`src/rtl/hv_timing_gen.sv`:
```
// hv_timing_gen -- parametrised H/V video timing generator.
//
// Runs on MCLK and advances only on the PCE pixel clock-enable. It produces
// pixel coordinates for the game core and blank/sync/DE aligned with the
// core's pixel output. It also registers the core's RGB into a blank-gated
// output.
//
// Parameters
//   HACT/HFP/HSW/HBP  horizontal active/front porch/sync width/back porch (pixels)
//   VACT/VFP/VSW/VBP  vertical active/front porch/sync width/back porch (lines)
//   RGBW              RGB bus width
//   PIPE              core pixel latency in CEs (1..4)
//
// Ports
//   MCLK        system clock
//   RESET       synchronous active-high reset
//   PCE         pixel clock enable
//   HADJ/VADJ   signed sync shifts, sampled on the last CE of a frame
//   iRGB        core pixel for the coordinates issued PIPE CEs earlier
//   HPOS/VPOS   current horizontal/vertical counters
//   oRGB        registered RGB, forced to zero during blank
//   HBLK/VBLK   blanking, delayed PIPE CEs
//   HSYN/VSYN   active-low syncs, delayed PIPE CEs
//   DE          ~(HBLK|VBLK)
//   LSTB        one-MCLK pulse after the CE on which hcnt wraps to 0
//   FSTB        one-MCLK pulse after the CE on which hcnt=0 and vcnt=0
//   CSYN        composite sync, active low (only with HV_TIMING_GEN_CSYNC_EN)
//
// Optional feature macro: HV_TIMING_GEN_CSYNC_EN adds the CSYN output.
module hv_timing_gen #(
  parameter int HACT = 288,
  parameter int HFP  = 21,
  parameter int HSW  = 32,
  parameter int HBP  = 43,
  parameter int VACT = 224,
  parameter int VFP  = 10,
  parameter int VSW  = 8,
  parameter int VBP  = 21,
  parameter int RGBW = 12,
  parameter int PIPE = 1
) (
  input  logic            MCLK,
  input  logic            RESET,
  input  logic            PCE,
  input  logic [3:0]      HADJ,
  input  logic [3:0]      VADJ,
  input  logic [RGBW-1:0] iRGB,
  output logic [8:0]      HPOS,
  output logic [8:0]      VPOS,
  output logic [RGBW-1:0] oRGB,
  output logic            HBLK,
  output logic            VBLK,
  output logic            HSYN,
  output logic            VSYN,
  output logic            DE,
  output logic            LSTB,
`ifdef HV_TIMING_GEN_CSYNC_EN
  output logic            FSTB,
  output logic            CSYN
`else
  output logic            FSTB
`endif
);

  localparam int HTOT = HACT + HFP + HSW + HBP;
  localparam int VTOT = VACT + VFP + VSW + VBP;

  generate
    if (HTOT > 512 || VTOT > 512) begin : g_bad_total
      $error("hv_timing_gen: HTOT and VTOT must not exceed 512");
    end
    if (PIPE < 1 || PIPE > 4) begin : g_bad_pipe
      $error("hv_timing_gen: PIPE must be in 1..4");
    end
  endgenerate

  localparam logic [9:0] HACT_C  = 10'(HACT);
  localparam logic [9:0] VACT_C  = 10'(VACT);
  localparam logic [9:0] HS_BASE = 10'(HACT + HFP);
  localparam logic [9:0] VS_BASE = 10'(VACT + VFP);
  localparam logic [9:0] HSW_C   = 10'(HSW);
  localparam logic [9:0] VSW_C   = 10'(VSW);
  localparam logic [8:0] HLAST   = 9'(HTOT - 1);
  localparam logic [8:0] VLAST   = 9'(VTOT - 1);

  // Offset limits: sync must start at least one pixel/line after active
  // video ends and must finish no later than the end of the line/frame.
  localparam int HADJ_LO = 1 - HFP;
  localparam int HADJ_HI = HBP;
  localparam int VADJ_LO = 1 - VFP;
  localparam int VADJ_HI = VBP;

  // Clamped offset kept as a 10-bit two's complement value so it can be
  // added straight onto the nominal sync start.
  function automatic logic [9:0] clamp_adj(input logic [3:0] adj, input int lo, input int hi);
    int v;
    v = int'($signed(adj));
    if (v < lo) v = lo;
    if (v > hi) v = hi;
    return 10'(v);
  endfunction

  logic [8:0]      hcnt_reg, vcnt_reg;
  logic [9:0]      ha_reg, va_reg;
  logic [3:0]      pipe_reg [PIPE];   // {hblank, vblank, hsync, vsync}
  logic [RGBW-1:0] rgb_reg;
  logic            lstb_reg, fstb_reg;

  logic [9:0] h_ext, v_ext;
  logic [9:0] hs_start, hs_end, vs_start, vs_end;
  logic       hblank_raw, vblank_raw, hsync_raw, vsync_raw;
  logic [3:0] raw_vec;
  logic [3:0] stage_next;             // value entering the output stage this CE
  logic       line_end, frame_end;

  assign h_ext    = {1'b0, hcnt_reg};
  assign v_ext    = {1'b0, vcnt_reg};
  assign hs_start = HS_BASE + ha_reg;
  assign hs_end   = hs_start + HSW_C;
  assign vs_start = VS_BASE + va_reg;
  assign vs_end   = vs_start + VSW_C;

  assign hblank_raw = (h_ext >= HACT_C);
  assign vblank_raw = (v_ext >= VACT_C);
  assign hsync_raw  = ~((h_ext >= hs_start) && (h_ext < hs_end));
  assign vsync_raw  = ~((v_ext >= vs_start) && (v_ext < vs_end));
  assign raw_vec    = {hblank_raw, vblank_raw, hsync_raw, vsync_raw};

  assign line_end  = (hcnt_reg == HLAST);
  assign frame_end = line_end && (vcnt_reg == VLAST);

  // oRGB gating (and CSYN) must follow the same delayed timing that lands
  // in the output stage on this CE, not the value it is replacing.
  generate
    if (PIPE == 1) begin : g_stage_direct
      assign stage_next = raw_vec;
    end else begin : g_stage_piped
      assign stage_next = pipe_reg[PIPE-2];
    end
  endgenerate

  always_ff @(posedge MCLK) begin
    if (RESET) begin
      hcnt_reg <= '0;
      vcnt_reg <= '0;
      ha_reg   <= '0;
      va_reg   <= '0;
      for (int i = 0; i < PIPE; i++) pipe_reg[i] <= 4'b1111;
      rgb_reg  <= '0;
      lstb_reg <= 1'b0;
      fstb_reg <= 1'b0;
    end else begin
      lstb_reg <= 1'b0;
      fstb_reg <= 1'b0;
      if (PCE) begin
        if (line_end) begin
          hcnt_reg <= '0;
          vcnt_reg <= (vcnt_reg == VLAST) ? 9'd0 : vcnt_reg + 9'd1;
        end else begin
          hcnt_reg <= hcnt_reg + 9'd1;
        end
        // Latch offsets only at the frame boundary so a frame never sees a
        // sync window that moves partway through.
        if (frame_end) begin
          ha_reg <= clamp_adj(HADJ, HADJ_LO, HADJ_HI);
          va_reg <= clamp_adj(VADJ, VADJ_LO, VADJ_HI);
        end
        pipe_reg[0] <= raw_vec;
        for (int i = 1; i < PIPE; i++) pipe_reg[i] <= pipe_reg[i-1];
        rgb_reg  <= (stage_next[3] | stage_next[2]) ? '0 : iRGB;
        lstb_reg <= line_end;
        fstb_reg <= (hcnt_reg == 9'd0) && (vcnt_reg == 9'd0);
      end
    end
  end

`ifdef HV_TIMING_GEN_CSYNC_EN
  logic csyn_reg;

  // XNOR of the active-low syncs: low during either sync alone, high again
  // where hsync overlaps vsync (serration).
  always_ff @(posedge MCLK) begin
    if (RESET) begin
      csyn_reg <= 1'b1;
    end else if (PCE) begin
      csyn_reg <= ~(stage_next[1] ^ stage_next[0]);
    end
  end

  assign CSYN = csyn_reg;
`endif

  assign HPOS = hcnt_reg;
  assign VPOS = vcnt_reg;
  assign oRGB = rgb_reg;
  assign HBLK = pipe_reg[PIPE-1][3];
  assign VBLK = pipe_reg[PIPE-1][2];
  assign HSYN = pipe_reg[PIPE-1][1];
  assign VSYN = pipe_reg[PIPE-1][0];
  assign DE   = ~(pipe_reg[PIPE-1][3] | pipe_reg[PIPE-1][2]);
  assign LSTB = lstb_reg;
  assign FSTB = fstb_reg;

endmodule

```
`config.mk`:
```
export PLATFORM = sky130hd
export DESIGN_NAME = hv_timing_gen
export DESIGN_NICKNAME = d
export VERILOG_FILES = /design/src/rtl/hv_timing_gen.sv
export SDC_FILE = /design/constraint.sdc
export NUM_CORES = 1
export LEC_CHECK = 0
export CORE_AREA = 3 3 91 67
export DETAILED_ROUTE_END_ITERATION = 6
export DIE_AREA = 0 0 94 70
export PLACE_DENSITY = 0.82
export SETUP_SLACK_MARGIN = 0.3
export SLEW_MARGIN = 20
export SYNTH_ARGS = -nofsm -noshare
export SYNTH_HDL_FRONTEND = slang
export SYNTH_SLANG_ARGS = --single-unit
```
`constraint.sdc`:
```
create_clock -name MCLK -period 6.4 [get_ports MCLK]
set_input_delay 0.64 -clock MCLK [delete_from_list [all_inputs] [get_ports MCLK]]
set_output_delay 0.64 -clock MCLK [all_outputs]
set_load 0.005 [all_outputs]
```
==> Word-level counts from Yosys, hierarchy flattened <==
Memories as Yosys holds them, arrays and structs flattened.
Cells that the tools add are included.
{ "totals": {"output_inout_bits": 37, "memories": 1, "word_cells": 62, "register_bits": 52, "ram_bits": 4} }
{ "classes": {"bitwise_logic": 6, "n_lt_le_gt_ge": 10, "eq_ne": 2, "muxes": 20, "reduce_logical": 10, "addsub": 6} }
{ "memory_table": {"columns": ["name", "words", "word_bits", "rd", "rd_clocked_by_memory_dff", "wr", "line", "text"], "rows": [
  ["pipe_reg", 1, 4, 1, 0, 1, "105", "logic [3:0] pipe_reg [PIPE];"]
]} }
{ "op_table": {"columns": ["cell", "count"], "rows": [
  ["$mux 32", 8],
  ["$gt 32x6->1 const B", 1],
  ["$gt 32x7->1 const B", 1],
  ["$ge 9x10->1", 2],
  ["$lt 9x10->1", 2],
  ["$mux 10", 2],
  ["$add 9x1->9 const B", 2],
  ["$eq 9x9->1 const B", 2],
  ["$logic_not 9->1", 2],
  ["$mux 9", 2],
  ["$mux 12", 1],
  ["$add 10x4->10 const B", 1],
  ["$add 10x6->10 const B", 1],
  ["$add 8x10->10 const A", 1],
  ["$add 9x10->10 const A", 1],
  ["$ge 9x8->1 const B", 1],
  ["$ge 9x9->1 const B", 1],
  ["$lt 4x6->1 const B", 1],
  ["$mux 1", 6],
  ["$lt 4x5->1 const B", 1],
  ["$logic_and 1x1->1", 4],
  ["$mux 4", 1],
  ["$not 1->1", 4],
  ["$reduce_and 2->1", 2],
  ["3 further kinds", 4]
]} }

==> Logic depth before layout (Yosys ltp) <==
{ "logic_depth": {"depth_word": 7, "ltp_mapped": 9, "mapped_depth_nobuf": 9} }

==> Worst setup path after synthesis <==
OpenSTA, ideal clock, no wires.
{ "synth_timing": {"path_kind": "flip-flop to flip-flop", "from": "register va_reg[1]", "to": "memory pipe_reg[0][0] (data pin)", "n_path_buf": 1, "t_arrival_ns": 1.909, "slack_ns": 4.215, "stages_incl_launch_ff": 9, "setup_ns": 0.277, "synth_period_minus_slack_ns": 2.185, "required_ns": 6.123, "path_cell_list": "dfxtp_1 > ha_1 > xnor2_1 > ha_1 > clkbuf_1 > ha_1 > a21o_1 > a2111oi_0 > o211ai_1"} }
{ "synth_via": {"elab_chain_len": 6, "elab_cells_between_ends": 7} }
{ "synth_rtl": {"columns": ["element", "line", "text"], "rows": [
  ["from (decl)", "104", "logic [9:0] ha_reg, va_reg;"],
  ["from (signal assigned)", "166", "va_reg <= clamp_adj(VADJ, VADJ_LO, VADJ_HI);"],
  ["$add 8x10->10 (*)", "120", "assign vs_start = VS_BASE + va_reg;"],
  ["$add 10x4->10", "121", "assign vs_end = vs_start + VSW_C;"],
  ["$lt 9x10->1", "126", "assign vsync_raw = ~((v_ext >= vs_start) && (v_ext < vs_end));"],
  ["$logic_and 1x1->1 (*)", "126", null],
  ["$not 1->1 (*)", "126", null],
  ["$mux 4 (no source line) (*)", null, null],
  ["to (decl)", "105", null]
]} }
Mark *: on every way between the ends. The rest lies on a longest branch, timed or not.

==> impl_results.md <==
- Worst slew margin: 36.7%
- Top_reg_cell synth: dfxtp_1
- Hold Vio Cnt, Final: 0
- FILL cells: 456
- Clock transition at path regs: ~0.080 ns
- Worst-Skew Late Latency: 0.30 ns
- Max Clk Rate: 326 MHz
- Critical Path AT: roughly 3.3 ns
- H-tree depth: 2
- Setup Buffers After CTS: 0
- I/O Buffers: between 50 and 60
- Diode count: 0
- Layout cells sized above 1: 5.20%
- Fin Hold WS: just under 0.5 ns
- Post-synthesis sequential area ratio: 35.2%
- Total wire length: 6.36 mm
- Final setup vio count: 0
- Vias/cell: 5.47
- Critical path class: primary input to flop
- Final Skew: 0.00705 ns
- PD cells: 152 nW/um^2
- Clk sink count: 44
- Gates resized, CTS repair: 0
- Max-slew violations: 0
- FF+latch count, synth: 44
- Post-Syn Area: 2620 um^2
- Post-route ant nets: 0
- DR pass1 iterations: 4
- MaxCap Viol Count: 0
- Total negative slack: 0 ns
- Gpl congestion: between 0.8 and 0.9
- DR DRC count: 0
- NumNets Final: 405
- Number of synthesized flops with an enable pin: 4
- Syn avg cell area: ~9.2 um^2
- DP HPWL: 4.82 mm
- Outcome: completed
- Number of global-route vias before repair: approximately 2.2k
- Routed vias: 2286
- Total Routing Usage GR: about 20%
- Data required time of the critical path: between 6 and 7 ns
- Hold_buf cts: 0
- Crit path launch type: primary input
- Synth unique cells: 49
- Initial antenna violation count: 0
- Final worst-path cycle share: 47.9%
- Number of buffers created by CTS: 5
- Root Driver: clkbuf_8
- Routed WL per cell: 15.2 um
- Largest net degree at the start of global routing: 23
- Post-Syn Instances: 284
- Finished layout cell area: around 3400 um^2
- Die height: 70 um
- Placed inst area: 3280 um^2
- P_leak: ~1.4 nW
- Worst vdd ir: 0.127 mV
- Ys async rst share: 0%
- Max FO, Critical Path: 22
- Synth top area share: 30.6%
- P&R area growth vs syn: 28.3%
- Initial Utilization: 50.0%
- Final Util: 64.2%
- Overall die area: ~6600 um^2
- Max reg flops: 12
- Clock tree buffer depth: 2
- Final critical-path required period: 3.06 ns
- Worst slew pin tran: roughly 0.95 ns
- HP Class: flop to flop
- Core box area: ~5200 um^2
- CTS tree: yes
- Crit. End Element: flop
- Yosys top cell by area: dfxtp_1
- Die width: 94 um
- Synthesis Warnings: 0
- First-pass GRT wire length: 10.5 mm
- Synth top area cells: dfxtp_1, ha_1, edfxtp_1
- Cell row count: 22
- Gr ovfl total: 0
- Starting DRT DRC Count: 109
- Unrepaired setup endpoints after global routing: no
- I/O pins: 60
## cell type report
cell class / instances / area [um^2] / share of cell area [%]
multi-input combinational: 219 / 1610 / 47.9
sequential: 44 / 921 / 27.4
timing repair buffer: 60 / 598 / 17.8
tap: 72 / 90.1 / 2.68
clock buffer: 5 / 68.8 / 2.05
inverter: 16 / 60.1 / 1.79
clock inverter: 2 / 11.3 / 0.335
## power breakdown
group | total [mW] | internal (mW) | switching [mW] | leakage (nW)
combinational | 0.0549 | 0.0336 | 0.0213 | 0.966
sequential | 0.290 | 0.285 | 0.00534 | 0.361
clock | 0.167 | 0.0742 | 0.0925 | 0.0443
total | 0.512 | 0.393 | 0.119 | 1.37
## layer usage
metal	GRT usage, %	wire (um)	part of all wire (%)
met1	27.9	3060	48
met2	29.2	2700	42
met3	8.40	560	8.8
met4	3.69	40	0.63
met5	0	0	0
## cells by family (layout without fill, tap and decap cells)
| logic type | count (synthesis) | count (layout) | share of synthesized area [%] |
|---|---|---|---|
| adder cells (fa/ha/maj) | 36 | 36 | 17.2 |
| buffers and inverters | 30 | 83 | 4.64 |
| other | 2 | 11 | 0.287 |
| XOR/XNOR | 16 | 16 | 5.36 |
| AO/OA/AOI/OAI | 65 | 65 | 16.4 |
| AND/OR/NAND/NOR | 91 | 91 | 20.9 |
| flip-flops | 44 | 44 | 35.2 |
## cells in the mapped netlist (2+ instances only)
cell and instances:
a21o_1 6, a21oi_1 23, a22o_1 12, and3_1 3
and4_1 3, buf_2 4, clkbuf_1 8, conb_1 2
dfxtp_1 40, edfxtp_1 4, ha_1 36, inv_1 16
nand2_1 7, nand2b_1 5, nand3_1 22, nand3b_1 2
nand4b_1 3, nor2_1 15, nor2b_1 2, nor3_1 7
nor4_1 8, o2111ai_1 2, o211ai_1 3, o21ai_0 10
or3_1 2, or4b_2 2, xnor2_1 7, xor2_1 9
## through the flow
stage,power [mW],cells,setup WS (ns)
after floorplan,0.317,293,4.21
after global placement,0.350,411,3.20
after detailed placement,0.351,411,3.07
after CTS,0.515,418,3.35
after global routing,0.535,418,3.22
final,0.512,418,3.34
## final timing paths
kind / from / to / slack, ns / cells after the start
setup / recovery: RESET / oRGB[6]$_SDFFE_PP0P_ / 3.34 / 5
setup reg to reg: va_reg[1]$_SDFFE_PP0P_ / pipe_reg[0][0]$_SDFFCE_PN1P_ / 3.98 / 7
hold reg to reg: oRGB[2]$_SDFFE_PP0P_ / oRGB[2]$_SDFFE_PP0P_ / 0.49 / 1
hold / removal: oRGB[2]$_SDFFE_PP0P_ / oRGB[2]$_SDFFE_PP0P_ / 0.49 / 1
## worst max-delay path, cell delays in order
cell             delay [ns]
clkdlybuf4s50_1        0.83
nand2b_1               0.45
a311o_1                0.40
a21oi_1                0.74
a22o_1                 0.24
## cells in the final DEF (no fill, tap or decap), types with 10 or more instances in the layout
master / Yosys / routed
a22o_1: 12 / 12
inv_1: 16 / 16
dfxtp_1: 40 / 40
nor2_1: 15 / 15
ha_1: 36 / 36
clkdlybuf4s50_1: 0 / 59
nand3_1: 22 / 22
conb_1: 2 / 11
o21ai_0: 10 / 10
a21oi_1: 23 / 23
(Power assumes the default switching activity.)
